## config.mk

```make
export PLATFORM = sky130hd
export DESIGN_NAME = uart_loader
export DESIGN_NICKNAME = d
export VERILOG_FILES = /design/src/rtl/uart_loader.sv
export SDC_FILE = /design/constraint.sdc
export NUM_CORES = 1
export LEC_CHECK = 0
export CAP_MARGIN = 20
export CORE_MARGIN = 1
export CORE_UTILIZATION = 64
export CTS_CLUSTER_SIZE = 28
export DETAILED_ROUTE_END_ITERATION = 7
export DONT_BUFFER_PORTS = 1
export PLACE_DENSITY = 0.8
export SLEW_MARGIN = 20
export SYNTH_ARGS = -nofsm -noshare
export SYNTH_HDL_FRONTEND = slang
export SYNTH_SLANG_ARGS = --single-unit
```

## constraint.sdc

```tcl
create_clock -name sys_clk -period 4.29 [get_ports sys_clk]
set_input_delay 0.6435 -clock sys_clk [delete_from_list [all_inputs] [get_ports sys_clk]]
set_output_delay 0.6435 -clock sys_clk [all_outputs]
set_load 0.01 [all_outputs]
```

## src/rtl/uart_loader.sv

```systemverilog
// Length-prefixed UART program loader: assembles LE words, writes them to memory, answers ACK/NAK.
// Write strobe one cycle after a word's last byte; response waits for uart_send to go idle.
module uart_loader #(
  parameter int          ADDR_W         = 14,
  parameter int          TIMEOUT_CYCLES = 1000000,
  parameter logic [7:0]  ACK_BYTE       = 8'h06,
  parameter logic [7:0]  NAK_BYTE       = 8'h15
) (
  input  logic              sys_clk,
  input  logic              sys_rst,
  input  logic              rx_done,
  input  logic [7:0]        rx_data,
  input  logic              tx_busy,
  output logic              tx_en,
  output logic [7:0]        tx_data,
  output logic              mem_we,
  output logic [ADDR_W-1:0] mem_addr,
  output logic [31:0]       mem_wdata,
  output logic              load_active,
  output logic              load_done,
  output logic              load_err
);

  typedef enum logic [1:0] {IDLE, LEN, DATA, RESP} state_t;

  localparam logic [31:0] TMO_LAST = 32'(TIMEOUT_CYCLES - 1);

  state_t              state_q, state_d;
  logic [31:0]         len_q, len_d;
  logic [1:0]          byte_idx_q, byte_idx_d;
  logic [31:0]         word_idx_q, word_idx_d;
  logic [31:0]         word_q, word_d;
  logic [31:0]         tmo_q, tmo_d;
  logic [7:0]          tx_data_q, tx_data_d;
  logic                err_q, err_d;
  logic                wr_pend_q, wr_pend_d;
  logic                mem_we_q, mem_we_d;
  logic [ADDR_W-1:0]   mem_addr_q, mem_addr_d;
  logic [31:0]         mem_wdata_q, mem_wdata_d;
  logic                timeout;
  logic                overflow;
  logic [31:0]         word_next;

  assign timeout   = (tmo_q == TMO_LAST);
  assign overflow  = ((word_idx_q >> ADDR_W) != 32'd0);
  assign word_next = {rx_data, word_q[31:8]};

  always_ff @(posedge sys_clk) begin
    if (sys_rst) begin
      state_q     <= IDLE;
      len_q       <= '0;
      byte_idx_q  <= '0;
      word_idx_q  <= '0;
      word_q      <= '0;
      tmo_q       <= '0;
      tx_data_q   <= '0;
      err_q       <= 1'b0;
      wr_pend_q   <= 1'b0;
      mem_we_q    <= 1'b0;
      mem_addr_q  <= '0;
      mem_wdata_q <= '0;
    end else begin
      state_q     <= state_d;
      len_q       <= len_d;
      byte_idx_q  <= byte_idx_d;
      word_idx_q  <= word_idx_d;
      word_q      <= word_d;
      tmo_q       <= tmo_d;
      tx_data_q   <= tx_data_d;
      err_q       <= err_d;
      wr_pend_q   <= wr_pend_d;
      mem_we_q    <= mem_we_d;
      mem_addr_q  <= mem_addr_d;
      mem_wdata_q <= mem_wdata_d;
    end
  end

  always_comb begin
    state_d     = state_q;
    len_d       = len_q;
    byte_idx_d  = byte_idx_q;
    word_idx_d  = word_idx_q;
    word_d      = word_q;
    tmo_d       = tmo_q;
    tx_data_d   = tx_data_q;
    err_d       = err_q;
    wr_pend_d   = 1'b0;
    mem_we_d    = 1'b0;
    mem_addr_d  = mem_addr_q;
    mem_wdata_d = mem_wdata_q;
    tx_en       = 1'b0;
    load_done   = 1'b0;

    case (state_q)
      IDLE: begin
        tmo_d = '0;
        if (rx_done) begin
          len_d      = {24'd0, rx_data};
          err_d      = 1'b0;
          byte_idx_d = 2'd1;
          state_d    = LEN;
        end
      end

      LEN: begin
        if (rx_done) begin
          tmo_d = '0;
          len_d[{byte_idx_q, 3'b000} +: 8] = rx_data;
          byte_idx_d = byte_idx_q + 2'd1;
          if (byte_idx_q == 2'd3) begin
            word_idx_d = '0;
            byte_idx_d = '0;
            if ({rx_data, len_q[23:0]} == 32'd0) begin
              tx_data_d = ACK_BYTE;
              state_d   = RESP;
            end else begin
              state_d = DATA;
            end
          end
        end else if (timeout) begin
          err_d     = 1'b1;
          tx_data_d = NAK_BYTE;
          state_d   = RESP;
        end else begin
          tmo_d = tmo_q + 32'd1;
        end
      end

      DATA: begin
        // wr_pend_q marks the cycle the completed word is on the memory port
        if (wr_pend_q && (word_idx_q == len_q - 32'd1)) begin
          word_idx_d = word_idx_q + 32'd1;
          tx_data_d  = err_q ? NAK_BYTE : ACK_BYTE;
          state_d    = RESP;
        end else begin
          if (wr_pend_q) begin
            word_idx_d = word_idx_q + 32'd1;
          end
          if (rx_done) begin
            tmo_d      = '0;
            word_d     = word_next;
            byte_idx_d = byte_idx_q + 2'd1;
            if (byte_idx_q == 2'd3) begin
              wr_pend_d = 1'b1;
              if (overflow) begin
                err_d = 1'b1;
              end else begin
                mem_we_d    = 1'b1;
                mem_addr_d  = word_idx_q[ADDR_W-1:0];
                mem_wdata_d = word_next;
              end
            end
          end else if (timeout) begin
            err_d     = 1'b1;
            tx_data_d = NAK_BYTE;
            state_d   = RESP;
          end else begin
            tmo_d = tmo_q + 32'd1;
          end
        end
      end

      RESP: begin
        if (!tx_busy) begin
          tx_en     = 1'b1;
          load_done = 1'b1;
          state_d   = IDLE;
        end
      end

      default: state_d = IDLE;
    endcase
  end

  assign tx_data     = tx_data_q;
  assign mem_we      = mem_we_q;
  assign mem_addr    = mem_addr_q;
  assign mem_wdata   = mem_wdata_q;
  assign load_active = (state_q != IDLE);
  assign load_err    = err_q;

endmodule

```

==> reports/metrics.yaml, run 1 <==
status:
  status: "completed"
layout:
  design_area_mm2: 0.00979
  layout.cells.non_filler: 1270
  final_util_pct: 70.3
  syn2layout_area_growth_pct: 7.03
  diodes: 0
  register_area_mm2: 0.00362
  final_net_count: 1103
  fill_cells: 1113
  multiInputGateArea_mm2: 0.00510
  layout-drive-gt1-share_pct: 6.24
sta:
  slew_headroom_pct: 27.6
  post-route-period-util_pct: 90.9
  max_clock_freq_mhz: 257
  slew_viol_final: 0
  setup_violations: 0
  finalHoldViolations: 0
  setup_tns_ns: 0
  timing.final.crit_period_ns: 3.90
  rsz0062_at_grt: "no"
  finalClockSkew_ns: 0.0125
  worst_slew_pin_slew_ns: 1.08
clocking:
  cts_tree: "done"
  clk_path_buf_depth: 2
  clk_latency_ns: 0.43
  post_cts_buffers: 0
  cts_resized: 0
  cts_hold_buffers: 0
  path_clk_slew_ns: 0.08
  cts_made_buffers: 17
  cts_root_buffer: "clkbuf_16"
  h-tree-depth: 4
  clkSinkCount: 181
synth:
  yosys_most_used_dff: "dfxtp_1"
  synth_fp_nets: 1150
  yosys_warnings: 0
  synth.avg_cell_area_um2: 8.14
  seq_area_frac_synth_pct: 39.6
  synth.cell_area_mm2: 0.00915
  yosysTopAreaCell: "dfxtp_1"
  synthCells: 1124
  synthArstFlopShare_pct: 0
  synth.distinct_cells: 64
  yosys-top-cells-area: "dfxtp_1 40%, a21oi_1 6.0%, nand3_1 5.2%, nor2_1 4.0%, xnor2_1 4.0%"
  synth_edf_count: 0
  synth-seq-cells: 181
  synth_top_cell_area_share_pct: 39.6
pwr:
  p_total_mw: 3.82
  power_density_mw_per_mm2: 390
  switching_share_pct: 28.3
  vdd_drop_max_v: 0.000297
  p_seq_share_pct: 45.4
  intPower_mw: 2.74
  p_sw_mw: 1.08
  power_leakage_nw: 3.25
  p_clk_share_pct: 42.2
  combPwrFrac_pct: 12.4
floorplan:
  chipWidth_um: 122
  num_rows: 43
  start_util_pct: 65.6
  core_mm2: 0.0139
  fp.dieH_um: 122
  io_pins: 71
  die-area_mm2: 0.0148
route:
  via_per_inst: 6.61
  routed_wl_um: 23500
  route.detailed.drc: 0
  drtAntennaViolNets: 0
  drtIter0Drc: 707
  via_count: 8393
  firstDrtPassIters: 5
  avgRoutedWirePerCell_um: 18.5
hold_path:
  hp-class: "input pin to register"
  hold_depth: 1
place:
  dp_hpwl_um: 15500
  place_area_mm2: 0.00916
  routabilityCongestion: 0.918
  dp.cells: 1238
  io_buffers: 0
job:
  drv_cap: 0
global_route:
  grt_pass1_vias: 7492
  overflow: 0
  grtUsageTotal_pct: 31.9
  grt_max_degree: 129
  grt_pass1_wl_um: 37800
  antenna_found_initial: 0
critical_path:
  end_kind: "register"
  cp.required_ns: 4.64
  ff2ff_path_depth: 11
  worstSetupPathType: "register to register"
  cp-start-kind: "register"
  critPathMaxFanout: 61
  arrival_ns: 4.25
per-layer routing:
metal / track usage (%) / vias to the layer above / share of wire, %
met5: 0 / - / 0
li1: - / 4032 / -
met2: 49.8 / 274 / 47
met4: 11.4 / 0 / 2.0
met3: 7.54 / 32 / 6.7
met1: 43.0 / 4055 / 44
layout make-up:
| type | count | share of cell area [%] |
|---|---|---|
| multi-input cells | 840 | 52.1 |
| clock inverters | 15 | 2.08 |
| inverters | 22 | 0.843 |
| well taps | 180 | 2.30 |
| clock buffers | 17 | 4.35 |
| repair buffers | 15 | 1.28 |
| flip-flops and latches | 181 | 37.0 |
critical path, stage by stage, from the launching register on:
cell,delay (ns)
dfxtp_1,0.39
inv_1,0.10
ha_1,0.33
or4b_1,0.53
or4_4,0.47
o31a_1,0.32
a211oi_1,0.21
and4_1,0.41
and4_2,0.47
buf_12,0.28
o21ai_1,0.11
a21oi_1,0.18
final timing paths:
kind                                 from                        end  slack, ns
setup / recovery    len_q[0]$_SDFFE_PP0P_   mem_addr[2]$_SDFFE_PP0P_       0.39
hold / removal                    sys_rst     tmo_q[21]$_SDFFE_PP0P_       0.28
setup reg to reg    len_q[0]$_SDFFE_PP0P_   mem_addr[2]$_SDFFE_PP0P_       0.39
hold reg to reg   word_q[15]$_SDFFE_PP0P_  mem_wdata[7]$_SDFFE_PP0P_       0.47
flip-flops by register name (all words and copies together) (netlist names), 2 cells and up:
signal	count
len_q	32
tmo_q	32
byte_idx_q	2
mem_wdata	32
word_idx_q	32
tx_data	8
state_q	2
mem_addr	14
word_q	24
power by group through the flow:
stage / Clock [mW] / Combinational (mW) / Sequential, mW
final: 1.61 / 0.473 / 1.73
after global routing: 1.70 / 0.519 / 1.74
after CTS: 1.62 / 0.466 / 1.73
after detailed placement: 0 / 0.463 / 1.77
after global placement: 0 / 0.461 / 1.77
after floorplan: 0 / 0.393 / 1.75
cells in the mapped netlist (all sizes together) (4+ instances only):
library cell,count
dfxtp,181
a21oi,109
nor2,99
o21ai,99
nand3,95
clkbuf,50
nand2,47
xnor2,42
a22oi,32
buf,31
nor4,30
nor3,29
xor2,28
and3,25
inv,22
nand4,21
or4,17
or3,16
ha,14
o31ai,12
and2,10
and4,10
mux2i,10
nor3b,8
a211oi,6
a31o,6
nand2b,6
nor2b,6
nor4b,5
o31a,5
o41ai,5
a311oi,4
a31oi,4
nand3b,4
nand4b,4
through the flow:
stage	hold slack [ns]	setup slack [ns]
floorplan	0.444	0.678
global placement	0.451	0.536
detailed placement	0.456	0.476
CTS	0.265	0.450
global route	0.264	0.192
finish	0.284	0.392
cells in the final DEF (no fill, tap or decap), types with 29 or more instances in the layout:
cell type	synthesis	final
o21ai_0	71	71
nand3_1	95	95
a21oi_1	109	109
nand2_1	47	47
a22oi_1	32	32
dfxtp_1	181	181
xnor2_1	42	42
nor4_1	29	29
nor2_1	98	98
cells by family after synthesis:
| family | count (synthesis) | share of synthesized area, % |
|---|---|---|
| muxes | 12 | 1.34 |
| AOI/OAI and AO/OA | 304 | 19.8 |
| adders and majority gates | 14 | 1.91 |
| DFF | 181 | 39.6 |
| buffers and inverters | 103 | 4.80 |
| and+or+nand+nor | 440 | 25.8 |
| xor gates and xnor gates | 70 | 6.70 |
Power figures use the tool's default switching activity.
==> run 2: changes to the inputs <==
--- a/config.mk
+++ b/config.mk
@@ -5,7 +5,7 @@
 export SDC_FILE = /design/constraint.sdc
 export NUM_CORES = 1
 export LEC_CHECK = 0
-export CAP_MARGIN = 20
+export CAP_MARGIN = 40
 export CORE_MARGIN = 1
 export CORE_UTILIZATION = 64
 export CTS_CLUSTER_SIZE = 28
==> reports/metrics.yaml, run 2 (same netlist as run 1, synthesis figures left out) <==
clocking:
  h-tree-depth: 4  # unchanged
  cts_tree: "done"  # unchanged
  cts_root_buffer: "clkbuf_16"  # unchanged
  cts_hold_buffers: 0  # unchanged
  path_clk_slew_ns: 0.07  # was 0.08 ns
  clk_path_buf_depth: 2  # unchanged
  clkSinkCount: 181  # unchanged
  post_cts_buffers: 0  # unchanged
  cts_resized: 0  # unchanged
  cts_made_buffers: 17  # unchanged
  clk_latency_ns: 0.45  # was 0.43 ns
global_route:
  grt_max_degree: 129  # unchanged
  overflow: 0  # unchanged
  grtUsageTotal_pct: 32.2  # was 31.9%
  grt_pass1_vias: 7449  # was 7492
  antenna_found_initial: 0  # unchanged
  grt_pass1_wl_um: 37900  # was 37800 um
pwr:
  p_total_mw: 3.77  # was 3.82 mW
  vdd_drop_max_v: 0.000282  # was 0.000297 V
  power_density_mw_per_mm2: 386  # was 390 mW/mm^2
  power_leakage_nw: 3.25  # about the same
sta:
  rsz0062_at_grt: "no"  # unchanged
  finalHoldViolations: 0  # unchanged
  post-route-period-util_pct: 91.5  # was 90.9%
  max_clock_freq_mhz: 255  # was 257 MHz
  slew_viol_final: 0  # unchanged
  fin_ws_ns: 0.364  # was 0.392 ns
  finalClockSkew_ns: 0.0138  # was 0.0125 ns
  setup_tns_ns: 0  # unchanged
  timing.final.crit_period_ns: 3.93  # was 3.90 ns
  setup_violations: 0  # unchanged
  slew_headroom_pct: 43.6  # was 27.6%
  worst_slew_pin_slew_ns: 0.835  # was 1.08 ns
hold_path:
  hold_depth: 1  # unchanged
  hp-class: "input pin to register"  # unchanged
  hold_path_startpoint: "sys_rst"  # unchanged
  hold_end: "tmo_q[28]$_SDFFE_PP0P_"  # was tmo_q[21]$_SDFFE_PP0P_
layout:
  layout-drive-gt1-share_pct: 6.32  # was 6.24%
  register_area_mm2: 0.00362  # unchanged
  multiInputGateArea_mm2: 0.00510  # unchanged
  diodes: 0  # unchanged
  syn2layout_area_growth_pct: 6.81  # was 7.03%
  mostFrequentLayoutCells: "181 x dfxtp_1, 109 x a21oi_1, 98 x nor2_1, 95 x nand3_1, 71 x o21ai_0"  # unchanged
  final_net_count: 1104  # was 1103
  fill_cells: 1135  # was 1113
  final_common_cell: "dfxtp_1"  # unchanged
floorplan:
  chipWidth_um: 122  # unchanged
  die-area_mm2: 0.0148  # unchanged
  start_util_pct: 65.6  # unchanged
  fp.dieH_um: 122  # unchanged
  core_mm2: 0.0139  # unchanged
  num_rows: 43  # unchanged
  io_pins: 71  # unchanged
place:
  dp_hpwl_um: 15600  # was 15500 um
  routabilityCongestion: 0.918  # unchanged
  io_buffers: 0  # unchanged
  dpl_worst_slack_ns: 0.474  # was 0.476 ns
route:
  via_count: 8398  # was 8393
  via_per_inst: 6.61  # about the same
  firstDrtPassIters: 5  # unchanged
  route.detailed.drc: 0  # unchanged
  routed_wl_um: 23500  # about the same
  avgRoutedWirePerCell_um: 18.5  # about the same
  drtAntennaViolNets: 0  # unchanged
  drtIter0Drc: 746  # was 707
critical_path:
  slowest_delay_ns: 0.53  # about the same
  path_delay_family: "simple AND/OR/NAND/NOR gates"  # unchanged
  worstSetupPathType: "register to register"  # unchanged
  reg2reg_from: "len_q[0]$_SDFFE_PP0P_"  # unchanged
  critPathMaxFanout: 61  # unchanged
  arrival_ns: 4.29  # was 4.25 ns
  worst_path_max_delay_cell: "or4b_1"  # unchanged
  reg2reg_to: "mem_addr[2]$_SDFFE_PP0P_"  # unchanged
  cpMostUsedCell: "nor4_1"
  cp.required_ns: 4.66  # was 4.64 ns
  r2r_setup_slack_ns: 0.36  # was 0.39 ns
  end_kind: "register"  # unchanged
  path_buf_inv: 3  # was 2
  ff2ff_path_depth: 12  # was 11
  cp_cell_sequence: "inv_1 -> ha_1 -> or4b_1 -> or4_4 -> nor4_1 -> o2111ai_1 -> nor4_1 -> buf_4 -> and4_2 -> buf_12 -> o21ai_1 -> a21oi_1"  # was inv_1 -> ha_1 -> or4b_1 -> or4_4 -> o31a_1 -> a211oi_1 -> and4_1 -> and4_2 -> buf_12 -> o21ai_1 -> a21oi_1
  cp-start-kind: "register"  # unchanged
job:
  drv_cap: 0  # unchanged
status:
  status: "completed"  # unchanged
==> run 2: per-stage QoR <==
step	std cells	instance area, um^2	util, %	hold slack [ns]
global placement	1238	9160	65.7	0.451
global route	1271	9770	70.1	0.251
detailed placement	1239	9170	65.8	0.456
finish	1271	9770	70.1	0.260
CTS	1271	9770	70.1	0.259
floorplan	1124	9150	-	0.444
==> run 2: worst max-delay path by stage <==
stage                     startpoint                       end  slack, ns  cells past startpoint
6_report       len_q[0]$_SDFFE_PP0P_  mem_addr[2]$_SDFFE_PP0P_       0.36                     12
5_1_grt        len_q[0]$_SDFFE_PP0P_   word_q[26]$_SDFFE_PP0P_       0.21                     12
4_1_cts        len_q[0]$_SDFFE_PP0P_  mem_addr[2]$_SDFFE_PP0P_       0.45                     12
3_5_place_dp   len_q[0]$_SDFFE_PP0P_  mem_addr[2]$_SDFFE_PP0P_       0.47                     12
3_3_place_gp   len_q[0]$_SDFFE_PP0P_   tx_data[0]$_SDFFE_PP0P_       0.54                     12
2_1_floorplan  len_q[0]$_SDFFE_PP0P_    tmo_q[26]$_SDFFE_PP0P_       0.68                     14
==> run 2: power by group <==
group          switching, mW  internal, mW
Combinational          0.279         0.192
Sequential            0.0351          1.70
Clock                  0.780         0.789
Total                   1.09          2.68
==> run 2: layout make-up <==
class                           instances  area share, %
Clock buffer                           17           4.35
Inverter                               22          0.845
Sequential cell                       181           37.1
Timing Repair Buffer                   16           1.33
Clock inverter                         15           1.83
Multi-Input combinational cell        840           52.2
Tap cell                              180           2.31
==> run 2: worst reg2reg max path, cell delays in order, from the launching register on <==
cell and delay, ns:
dfxtp_1 0.39, inv_1 0.09, ha_1 0.31, or4b_1 0.53, or4_4 0.47, nor4_1 0.27, o2111ai_1 0.13, nor4_1 0.37
buf_4 0.23, and4_2 0.41, buf_12 0.28, o21ai_1 0.17, a21oi_1 0.19
==> run 2: layer usage <==
metal	global-route usage, %	routed length (um)	part of all wire (%)
met1	43.2	10600	45
met2	50.7	11000	47
met3	8.05	1500	6.4
met4	10.2	423	1.8
met5	0	0	0
